<file path="config.mk">
export PLATFORM = sky130hd
export DESIGN_NAME = vga_sprite_ctrl
export DESIGN_NICKNAME = d
export VERILOG_FILES = /design/src/rtl/vga_sprite_pkg.sv /design/src/rtl/vga_sprite_compositor.sv /design/src/rtl/vga_sprite_ctrl.sv
export SDC_FILE = /design/constraint.sdc
export NUM_CORES = 2
export LEC_CHECK = 0
export ABC_AREA = 1
export CAP_MARGIN = 5
export CORE_ASPECT_RATIO = 1.75
export CORE_MARGIN = 2
export CORE_UTILIZATION = 59
export DETAILED_ROUTE_END_ITERATION = 8
export MAX_ROUTING_LAYER = met4
export PLACE_DENSITY = 0.87
export SLEW_MARGIN = 20
export SYNTH_ARGS = -nofsm -noshare
export SYNTH_HDL_FRONTEND = slang
export SYNTH_HIERARCHICAL = 1
export SYNTH_SLANG_ARGS = --single-unit
</file>
<file path="constraint.sdc">
create_clock -name Clk -period 3.8 [get_ports Clk]
set_input_delay 0.57 -clock Clk [delete_from_list [all_inputs] [get_ports Clk]]
set_output_delay 0.57 -clock Clk [all_outputs]
set_load 0.005 [all_outputs]
</file>
<file path="src/rtl/vga_sprite_pkg.sv">
// Shared types and register map for the VGA sprite controller.
// Sprite attribute word order inside a 4-word group: X, Y, W, H.
package vga_sprite_pkg;

    typedef struct packed {
        logic [15:0] x;
        logic [15:0] y;
        logic [15:0] w;
        logic [15:0] h;
    } sprite_attr_t;

    localparam int REG_CTRL        = 0;
    localparam int REG_STATUS      = 1;
    localparam int REG_COLL        = 2;
    localparam int REG_SPR_BASE    = 4;
    localparam int CTRL_COMMIT_BIT = 15;

    function automatic logic [15:0] attr_get(input sprite_attr_t a, input logic [1:0] fld);
        logic [15:0] v;
        case (fld)
            2'd0:    v = a.x;
            2'd1:    v = a.y;
            2'd2:    v = a.w;
            default: v = a.h;
        endcase
        return v;
    endfunction

    function automatic sprite_attr_t attr_put(input sprite_attr_t a, input logic [1:0] fld,
                                              input logic [15:0] v);
        sprite_attr_t r;
        r = a;
        case (fld)
            2'd0:    r.x = v;
            2'd1:    r.y = v;
            2'd2:    r.w = v;
            default: r.h = v;
        endcase
        return r;
    endfunction

endpackage

</file>
<file path="src/rtl/vga_sprite_compositor.sv">
// Fixed-priority pixel compositor (lowest sprite index wins), registered outputs.
// Optional sticky collision register when VGA_SPRITE_COLLISION_EN is defined.
module vga_sprite_compositor #(
    parameter int NUM_SPRITES = 8
) (
    input  logic                        clk_i,
    input  logic                        rst_n_i,
    input  logic [NUM_SPRITES-1:0]      en_i,
    input  logic [NUM_SPRITES-1:0]      obj_i,
    input  logic [NUM_SPRITES-1:0][15:0] pixel_i,
    input  logic                        coll_clr_i,
    output logic                        is_object_o,
    output logic [15:0]                 pixel_o,
    output logic [NUM_SPRITES-1:0]      coll_o
);

    logic [NUM_SPRITES-1:0] hit_s;
    logic                   obj_d, obj_q;
    logic [15:0]            pix_d, pix_q;

    // Priority select: scan high to low so the lowest opaque index is the last to assign
    always_comb begin
        hit_s = obj_i & en_i;
        obj_d = 1'b0;
        pix_d = 16'h0000;
        for (int i = NUM_SPRITES - 1; i >= 0; i--) begin
            if (hit_s[i]) begin
                obj_d = 1'b1;
                pix_d = pixel_i[i];
            end else begin
                obj_d = obj_d;
                pix_d = pix_d;
            end
        end
    end

    // Composite output register
    always_ff @(posedge clk_i or negedge rst_n_i) begin
        if (!rst_n_i) begin
            obj_q <= 1'b0;
            pix_q <= 16'h0000;
        end else begin
            obj_q <= obj_d;
            pix_q <= pix_d;
        end
    end

    assign is_object_o = obj_q;
    assign pixel_o     = pix_q;

`ifdef VGA_SPRITE_COLLISION_EN
    logic [NUM_SPRITES-1:0] coll_d, coll_q;

    // Sticky collision bits; a new hit in the read-clear cycle is kept
    always_comb begin
        coll_d = coll_clr_i ? '0 : coll_q;
        if ((hit_s & (hit_s - NUM_SPRITES'(1))) != '0) begin
            coll_d = coll_d | hit_s;
        end else begin
            coll_d = coll_d;
        end
    end

    // Collision register
    always_ff @(posedge clk_i or negedge rst_n_i) begin
        if (!rst_n_i) begin
            coll_q <= '0;
        end else begin
            coll_q <= coll_d;
        end
    end

    assign coll_o = coll_q;
`else
    logic unused_clr_s;
    assign unused_clr_s = coll_clr_i;
    assign coll_o       = '0;
`endif

endmodule

</file>
<file path="src/rtl/vga_sprite_ctrl.sv">
// Avalon-MM sprite register file with shadow->active commit at VS falling edge,
// plus the pixel compositor. Optional collision logic: VGA_SPRITE_COLLISION_EN.
module vga_sprite_ctrl
    import vga_sprite_pkg::*;
#(
    parameter int NUM_SPRITES = 8,
    parameter int AW          = 6
) (
    input  logic                         Clk,
    input  logic                         Reset_n,
    input  logic [AW-1:0]                AVL_Address,
    input  logic                         AVL_Read,
    input  logic                         AVL_Write,
    input  logic [15:0]                  AVL_WriteData,
    output logic [15:0]                  AVL_ReadData,
    input  logic                         VGA_VS,
    output logic [NUM_SPRITES-1:0][15:0] Sprite_X,
    output logic [NUM_SPRITES-1:0][15:0] Sprite_Y,
    output logic [NUM_SPRITES-1:0][15:0] Sprite_W,
    output logic [NUM_SPRITES-1:0][15:0] Sprite_H,
    output logic [NUM_SPRITES-1:0]       Sprite_Enable,
    input  logic [NUM_SPRITES-1:0]       Sprite_isObject,
    input  logic [NUM_SPRITES-1:0][15:0] Sprite_Pixel,
    output logic                         VGA_isObject,
    output logic [15:0]                  VGA_Pixel,
    output logic                         Frame_Commit
);

    localparam int IW = (NUM_SPRITES > 1) ? $clog2(NUM_SPRITES) : 1;

    sprite_attr_t [NUM_SPRITES-1:0] shd_d, shd_q, act_d, act_q;
    logic [NUM_SPRITES-1:0]         shd_en_d, shd_en_q, act_en_d, act_en_q;
    logic                           pending_d, pending_q;
    logic                           commit_d, commit_q;
    logic [15:0]                    frame_cnt_d, frame_cnt_q;
    logic [15:0]                    rdata_d, rdata_q;
    logic                           vs_s1_q, vs_s2_q;
    logic                           frame_start_s;
    logic [NUM_SPRITES-1:0]         coll_s;
    logic                           coll_clr_s;
    logic [7:0]                     unused_fcnt_hi_s;

    logic [AW-3:0]                  grp_s;
    logic [1:0]                     fld_s;
    logic                           is_ctrl_s, is_status_s, is_coll_s, spr_hit_s;
    logic [IW-1:0]                  spr_idx_s;

    assign frame_start_s    = vs_s2_q & ~vs_s1_q;
    assign unused_fcnt_hi_s = frame_cnt_q[15:8];

    // Address decode: word groups of four, group 0 holds the control registers
    always_comb begin
        grp_s       = AVL_Address[AW-1:2];
        fld_s       = AVL_Address[1:0];
        is_ctrl_s   = (AVL_Address == AW'(REG_CTRL));
        is_status_s = (AVL_Address == AW'(REG_STATUS));
        is_coll_s   = (AVL_Address == AW'(REG_COLL));
        spr_hit_s   = (int'(grp_s) >= (REG_SPR_BASE / 4)) &&
                      (int'(grp_s) <  (REG_SPR_BASE / 4) + NUM_SPRITES);
        spr_idx_s   = IW'(int'(grp_s) - (REG_SPR_BASE / 4));
        coll_clr_s  = AVL_Read & is_coll_s;
    end

    // Register file, commit and frame counter next state
    always_comb begin
        shd_d       = shd_q;
        shd_en_d    = shd_en_q;
        act_d       = act_q;
        act_en_d    = act_en_q;
        pending_d   = pending_q;
        commit_d    = 1'b0;
        frame_cnt_d = frame_cnt_q;

        // Commit copies the pre-write shadow; a same-cycle write lands in shadow only
        if (frame_start_s) begin
            frame_cnt_d = frame_cnt_q + 16'd1;
            if (pending_q) begin
                act_d     = shd_q;
                act_en_d  = shd_en_q;
                pending_d = 1'b0;
                commit_d  = 1'b1;
            end else begin
                commit_d  = 1'b0;
            end
        end else begin
            frame_cnt_d = frame_cnt_q;
        end

        if (AVL_Write) begin
            if (is_ctrl_s) begin
                shd_en_d = AVL_WriteData[NUM_SPRITES-1:0];
                if (AVL_WriteData[CTRL_COMMIT_BIT]) begin
                    pending_d = 1'b1;
                end else begin
                    pending_d = pending_d;
                end
            end else if (spr_hit_s) begin
                shd_d[spr_idx_s] = attr_put(shd_q[spr_idx_s], fld_s, AVL_WriteData);
            end else begin
                shd_d = shd_d;
            end
        end else begin
            shd_d = shd_d;
        end
    end

    // Registered read mux; data holds between reads
    always_comb begin
        rdata_d = rdata_q;
        if (AVL_Read) begin
            rdata_d = 16'h0000;
            if (is_ctrl_s) begin
                rdata_d[NUM_SPRITES-1:0] = shd_en_q;
            end else if (is_status_s) begin
                rdata_d = {frame_cnt_q[7:0], 7'h00, pending_q};
            end else if (is_coll_s) begin
                rdata_d[NUM_SPRITES-1:0] = coll_s;
            end else if (spr_hit_s) begin
                rdata_d = attr_get(shd_q[spr_idx_s], fld_s);
            end else begin
                rdata_d = 16'h0000;
            end
        end else begin
            rdata_d = rdata_q;
        end
    end

    // State registers
    always_ff @(posedge Clk or negedge Reset_n) begin
        if (!Reset_n) begin
            shd_q       <= '0;
            shd_en_q    <= '0;
            act_q       <= '0;
            act_en_q    <= '0;
            pending_q   <= 1'b0;
            commit_q    <= 1'b0;
            frame_cnt_q <= 16'h0000;
            rdata_q     <= 16'h0000;
            vs_s1_q     <= 1'b0;
            vs_s2_q     <= 1'b0;
        end else begin
            shd_q       <= shd_d;
            shd_en_q    <= shd_en_d;
            act_q       <= act_d;
            act_en_q    <= act_en_d;
            pending_q   <= pending_d;
            commit_q    <= commit_d;
            frame_cnt_q <= frame_cnt_d;
            rdata_q     <= rdata_d;
            vs_s1_q     <= VGA_VS;
            vs_s2_q     <= vs_s1_q;
        end
    end

    // Fan the active attributes out to the engines
    always_comb begin
        for (int i = 0; i < NUM_SPRITES; i++) begin
            Sprite_X[i] = act_q[i].x;
            Sprite_Y[i] = act_q[i].y;
            Sprite_W[i] = act_q[i].w;
            Sprite_H[i] = act_q[i].h;
        end
    end

    assign Sprite_Enable = act_en_q;
    assign Frame_Commit  = commit_q;
    assign AVL_ReadData  = rdata_q;

    vga_sprite_compositor #(
        .NUM_SPRITES(NUM_SPRITES)
    ) u_comp (
        .clk_i      (Clk),
        .rst_n_i    (Reset_n),
        .en_i       (act_en_q),
        .obj_i      (Sprite_isObject),
        .pixel_i    (Sprite_Pixel),
        .coll_clr_i (coll_clr_s),
        .is_object_o(VGA_isObject),
        .pixel_o    (VGA_Pixel),
        .coll_o     (coll_s)
    );

endmodule

</file>
* Word level (Yosys, flattened, before mapping) *
Cells that the tools add are included.

storage, ports and cells
  register bits = 1093
  output and inout port bits = 554
  logic and storage cells = 146

operators by class
  add/subtract/negate cells = 2
  order comparisons = 4
  equal/unequal tests = 4
  mux-type cells = 50
  bitwise logic cells = 4
  reductions and logical operators = 8

operators with widths
  cell                                                                                  count
  512-bit bitwise mux                                                                   1
  16-bit two-way mux                                                                    26
  64-bit binary-select mux with 3-bit select                                            1
  64-bit demux with 3-bit select                                                        1
  64-bit two-way mux                                                                    2
  16-bit one-hot mux with 3 select lines                                                1
  8-bit two-way mux                                                                     4
  16-bit by 1-bit adder with 16-bit output (second input constant)                      1
  1-bit two-way mux                                                                     14
  8-bit bitwise AND                                                                     1
  6-bit by 1-bit equality test with 1-bit output (second input constant)                1
  6-bit by 2-bit equality test with 1-bit output (second input constant)                1
  6-bit zero test                                                                       1
  4-bit by 1-bit greater-or-equal comparator with 1-bit output (second input constant)  1
  3-bit by 4-bit less-than comparator with 1-bit output (second input constant)         1
  4-bit less-than comparator (second input constant)                                    1
  2-bit AND reduction                                                                   2
  3-bit by 1-bit greater-or-equal comparator with 1-bit output (second input constant)  1
  3-bit AND reduction                                                                   1
  3-bit OR reduction                                                                    1
  3-bit by 1-bit subtractor with 3-bit output (second input constant)                   1
  2-bit by 1-bit equality test with 1-bit output (second input constant)                1
  2-bit equality test (second input constant)                                           1
  1-bit logical AND                                                                     2
  3 further kinds                                                                       4

* Logic depth before layout (Yosys ltp) *
  depth in word-level cells = 9
  mapped depth = 20
  depth with buffers taken out = 16

* Cells and area by module *
The synthesis kept the hierarchy.

modules (own cells, without submodules)
  module                 times used  cells each  area each (um2)
  vga_sprite_ctrl        1           4480        45414.8
  vga_sprite_compositor  1           403         2184.6

* Worst setup path after synthesis *
OpenSTA, ideal clock, no wires.

  path type = in2reg
  from = in AVL_Address[2]
  to = reg rdata_q[15] (netlist: AVL_ReadData[15])
  setup time = 0.117 ns
  arrival = 2.613 ns
  required time = 3.683 ns
  setup slack = 1.070 ns
  stages on the path = 17
  buffers on the path = 5
  cells stage by stage = buf_6 > inv_4 > buf_4 > buf_4 > ha_1 > inv_2 > buf_2 > buf_1 > a21oi_1 > o21ai_0 > nand2_1 > o21ai_0 > nand3_1 > nand2_1 > nand2_1 > nand2_1 > nand2_1

on the way
  longest elaborated chain between the ends = 8
  elaborated cells between the ends (all ways) = 14
  those cells by class = add/sub: 1; order compare: 2; eq/ne: 2; mux: 7; reduce/logical: 2

RTL lines
  element                                      RTL line                text
  start, declared                              vga_sprite_ctrl.sv:11   input logic [AW-1:0] AVL_Address,
  3-bit by 1-bit subtractor with 3-bit output  vga_sprite_ctrl.sv:60   spr_idx_s = IW'(int'(grp_s) - (REG_SPR_BASE / 4));
  64-bit binary-select mux with 3-bit select   vga_sprite_ctrl.sv:119  rdata_d = attr_get(shd_q[spr_idx_s], fld_s);
  64-bit two-way mux (not written as such)     vga_sprite_ctrl.sv:119
  16-bit one-hot mux with 3 select lines       vga_sprite_pkg.sv:20    case (fld)
  16-bit two-way mux                           vga_sprite_ctrl.sv:118  end else if (spr_hit_s) begin
  8-bit two-way mux                            vga_sprite_ctrl.sv:116  end else if (is_coll_s) begin
  16-bit two-way mux                           vga_sprite_ctrl.sv:114  end else if (is_status_s) begin
  8-bit two-way mux *                          vga_sprite_ctrl.sv:112  if (is_ctrl_s) begin
  end signal, assigned                         vga_sprite_ctrl.sv:149  rdata_q <= rdata_d;
  end, declared                                vga_sprite_ctrl.sv:36   logic [15:0] rdata_d, rdata_q;

Every way passes the cells marked *; elsewhere a longest branch is shown, timed or not. The select of a mux whose other input is x is not followed.
A chain may end at the register's enable or synchronous reset.

* Worst setup path after layout *
  from = in AVL_Address[0]
  to = reg shd_q[288] (netlist name)

on the way
  longest elaborated chain between the ends = 6
  elaborated cells between the ends (all ways) = 9
  those cells by class = eq/ne: 1; mux: 5; bitwise: 1; reduce/logical: 2

RTL lines
  element                                         RTL line                text
  2-bit by 1-bit equality test with 1-bit output  vga_sprite_pkg.sv:33    case (fld)
  16-bit two-way mux                              vga_sprite_pkg.sv:33
  16-bit two-way mux                              vga_sprite_ctrl.sv:97   end else if (spr_hit_s) begin
  16-bit two-way mux                              vga_sprite_ctrl.sv:90   if (is_ctrl_s) begin
  16-bit two-way mux                              vga_sprite_ctrl.sv:89   if (AVL_Write) begin
  512-bit bitwise mux                             vga_sprite_ctrl.sv:98   shd_d[spr_idx_s] = attr_put(shd_q[spr_idx_s], fld_s, AVL_WriteData);
  end signal, assigned                            vga_sprite_ctrl.sv:131  shd_q <= '0;
  end signal, assigned                            vga_sprite_ctrl.sv:142  shd_q <= shd_d;
  end, declared                                   vga_sprite_ctrl.sv:31   sprite_attr_t [NUM_SPRITES-1:0] shd_d, shd_q, act_d, act_q;

Parallel ways exist; a longest one is shown, timed or not. The select of a mux whose other input is x is not followed.

==> results.yml <==
floorplan:
  design.core.area_sq_mm: 0.0799
  placement_rows: 137
  initial_core_util: 0.596
  chipWidth_um: 219
  dieArea_sq_mm: 0.0830
  die_height_um: 380
  design.portCount: 717
sta:
  final.setup.tns_ns: 0
  tightest_pin_transition_ns: 1.01
  timing.final.crit_period_ns: 3.00
  final.setup_skew_ns: 0.0252
  final.period_utilization: 0.791
  setup_viol_count_final: 0
  timing_max_transition_violations_final: 0
  maxSlewHeadroom: 0.328
  timing.fmax_mhz: 333
  timing_hold_violations_final: 0
  unrepaired_setup_endpoints_after_global_routing: "false"
drt:
  post_drt_via_cell_ratio: 6.12
  detailedRoute.firstPassIterationCount: 6
  detail_route.iter0.violations: 4713
  routed_wire_length_um: 179000
  detailroute.via_count: 40600
  drc_errors: 0
  detail-route-antenna-nets: 0
  post_drt_wl_per_cell_um: 27.0
cts:
  cts_made_buffers: 95
  clkSlewWorstSetupHoldPaths_ns: 0.07
  clock_tree_from_tritoncts: "built"
  ctsLongestPathBuffers: 3
  tritoncts_num_sinks: 1085
  clk_latency_ns: 0.72
  post_cts_resized: 0
  h-tree-depth: 3
  clk_root_buffer_cell: "sky130_fd_sc_hd__clkbuf_16"
final_layout:
  share_of_layout_cells_above_drive_strength_1: 0.152
  mostFrequentLayoutCells: "1671 x sky130_fd_sc_hd__nand2_1, 1085 x sky130_fd_sc_hd__dfrtp_1, 714 x sky130_fd_sc_hd__clkdlybuf4s50_1, 578 x sky130_fd_sc_hd__o21ai_0, 507 x sky130_fd_sc_hd__mux2_2"
  post-route-util: 0.735
  synthToLayoutAreaGrowth_pct: 23.4
  fillers: 5443
  finalNonFillerCells: 6631
  final_common_cell: "sky130_fd_sc_hd__nand2_1"
  finish.net_count: 5657
critical_path:
  worstSetupStartpointType: "input pin"
  worst-setup-path-type: "in2reg"
  critPathRequiredTime_ns: 4.35
  critPathCaptureType: "flop"
  crit_path_max_fanout: 17
  timing.critical_path.arrival_ns: 3.55
grt:
  grt_pass1_vias: 40200
  first_pass_grt_wire_length_um: 263000
  grt_use_total: 0.444
  gr-total-overflow: 0
  maximum_number_of_pins_on_one_net_before_global_route_repair: 140
  antenna_found_initial: 19
placed_design:
  placed_cells_incl_taps: 6435
  place_hpwl_um: 121000
  portBuffers: 716
  routabilityCongestion: 1.00
outcome:
  run_status: "finished clean"
synth:
  synthesis.yosys.warnings: 6
  syn-cell-area_sq_mm: 0.0476
  synth_area_per_cell_sq_um: 9.75
  synthesis.instances: 4882
power_and_ir_drop:
  total_leakage_power_nw: 28.5
  max-vdd-ir-drop_mv: 0.549
  power_density_mw_per_mm2: 587
  design_power_total_mw: 34.5
job:
  max_cap_viol: 0
hold_path:
  holdCritPathClass: "in2reg"
-- repair_timing --
item / 4_1_cts / 5_1_grt
buffers inserted: 0 / 0
hold buffers: 1 / 0
endpoints found under the hold margin: 50 / 0
-- area by class of cell --
| type | count | area, sq um | share of cell area |
|---|---|---|---|
| repair buffers | 829 | 8400 | 0.143 |
| clock inverters | 49 | 512 | 0.00872 |
| inverters | 81 | 327 | 0.00556 |
| diodes | 17 | 42.5 | 0.000725 |
| flip-flops and latches | 1085 | 27200 | 0.462 |
| well taps | 1042 | 1300 | 0.0222 |
| clock buffers | 129 | 2710 | 0.0461 |
| multi-input cells | 3399 | 18300 | 0.311 |
-- sequential cells by signal, indices dropped and copies added (netlist names) --
name,cells
u_comp/is_object_o,1
Sprite_W,128
Frame_Commit,1
pending_q,1
Sprite_H,128
u_comp/pixel_o,16
Sprite_Enable,8
shd_q,512
AVL_ReadData,16
vs_s2_q,1
frame_cnt_q,8
shd_en_q,8
vs_s1_q,1
Sprite_X,128
Sprite_Y,128
-- layer usage --
| metal | up-vias | track usage | routed length, um |
|---|---|---|---|
| li1 | 17200 | - | - |
| met1 | 19700 | 0.508 | 60200 |
| met2 | 2912 | 0.672 | 82900 |
| met3 | 713 | 0.124 | 20100 |
| met4 | 0 | 0.311 | 15500 |
| met5 | - | - | 0 |
-- per-stage QoR --
step | cell area [sq um] | hold WS, ns | worst slack, ns
floorplan | 47600 | 0.274 | 1.07
global placement | 55400 | 0.393 | 0.129
detailed placement | 55400 | 0.399 | 0.149
CTS | 58700 | 0.385 | 0.900
global route | 58700 | 0.396 | 0.659
finish | 58700 | 0.404 | 0.795
-- path summary, 6_finish.rpt --
kind / start / cells after the start / endpoint / slack, ns
max: AVL_Address[0] / 6 / shd_q[288] / 0.80
min: VGA_VS / 1 / vs_s1_q / 0.40
max reg2reg: Sprite_Enable[4] / 8 / u_comp/pixel_o[4] / 1.30
min reg2reg: vs_s1_q / 0 / vs_s2_q / 0.43
max in group asynchronous: Reset_n / 3 / Sprite_X[22] / 2.09
min in group asynchronous: Reset_n / 2 / u_comp/pixel_o[7] / 0.41
-- worst max-delay path: stages --
cell and delay, ns:
sky130_fd_sc_hd__clkdlybuf4s50_1 0.84, sky130_fd_sc_hd__nand2_1 0.62, sky130_fd_sc_hd__clkinv_1 0.40, sky130_fd_sc_hd__buf_4 0.31, sky130_fd_sc_hd__o21ai_0 0.58, sky130_fd_sc_hd__o21ai_0 0.24
-- where the power goes --
group,switching (mW),internal [mW]
sequential,2.55,14.1
combinational,4.26,3.44
clock,4.70,5.43
total,11.5,23.0
(Power assumes the default switching activity.)
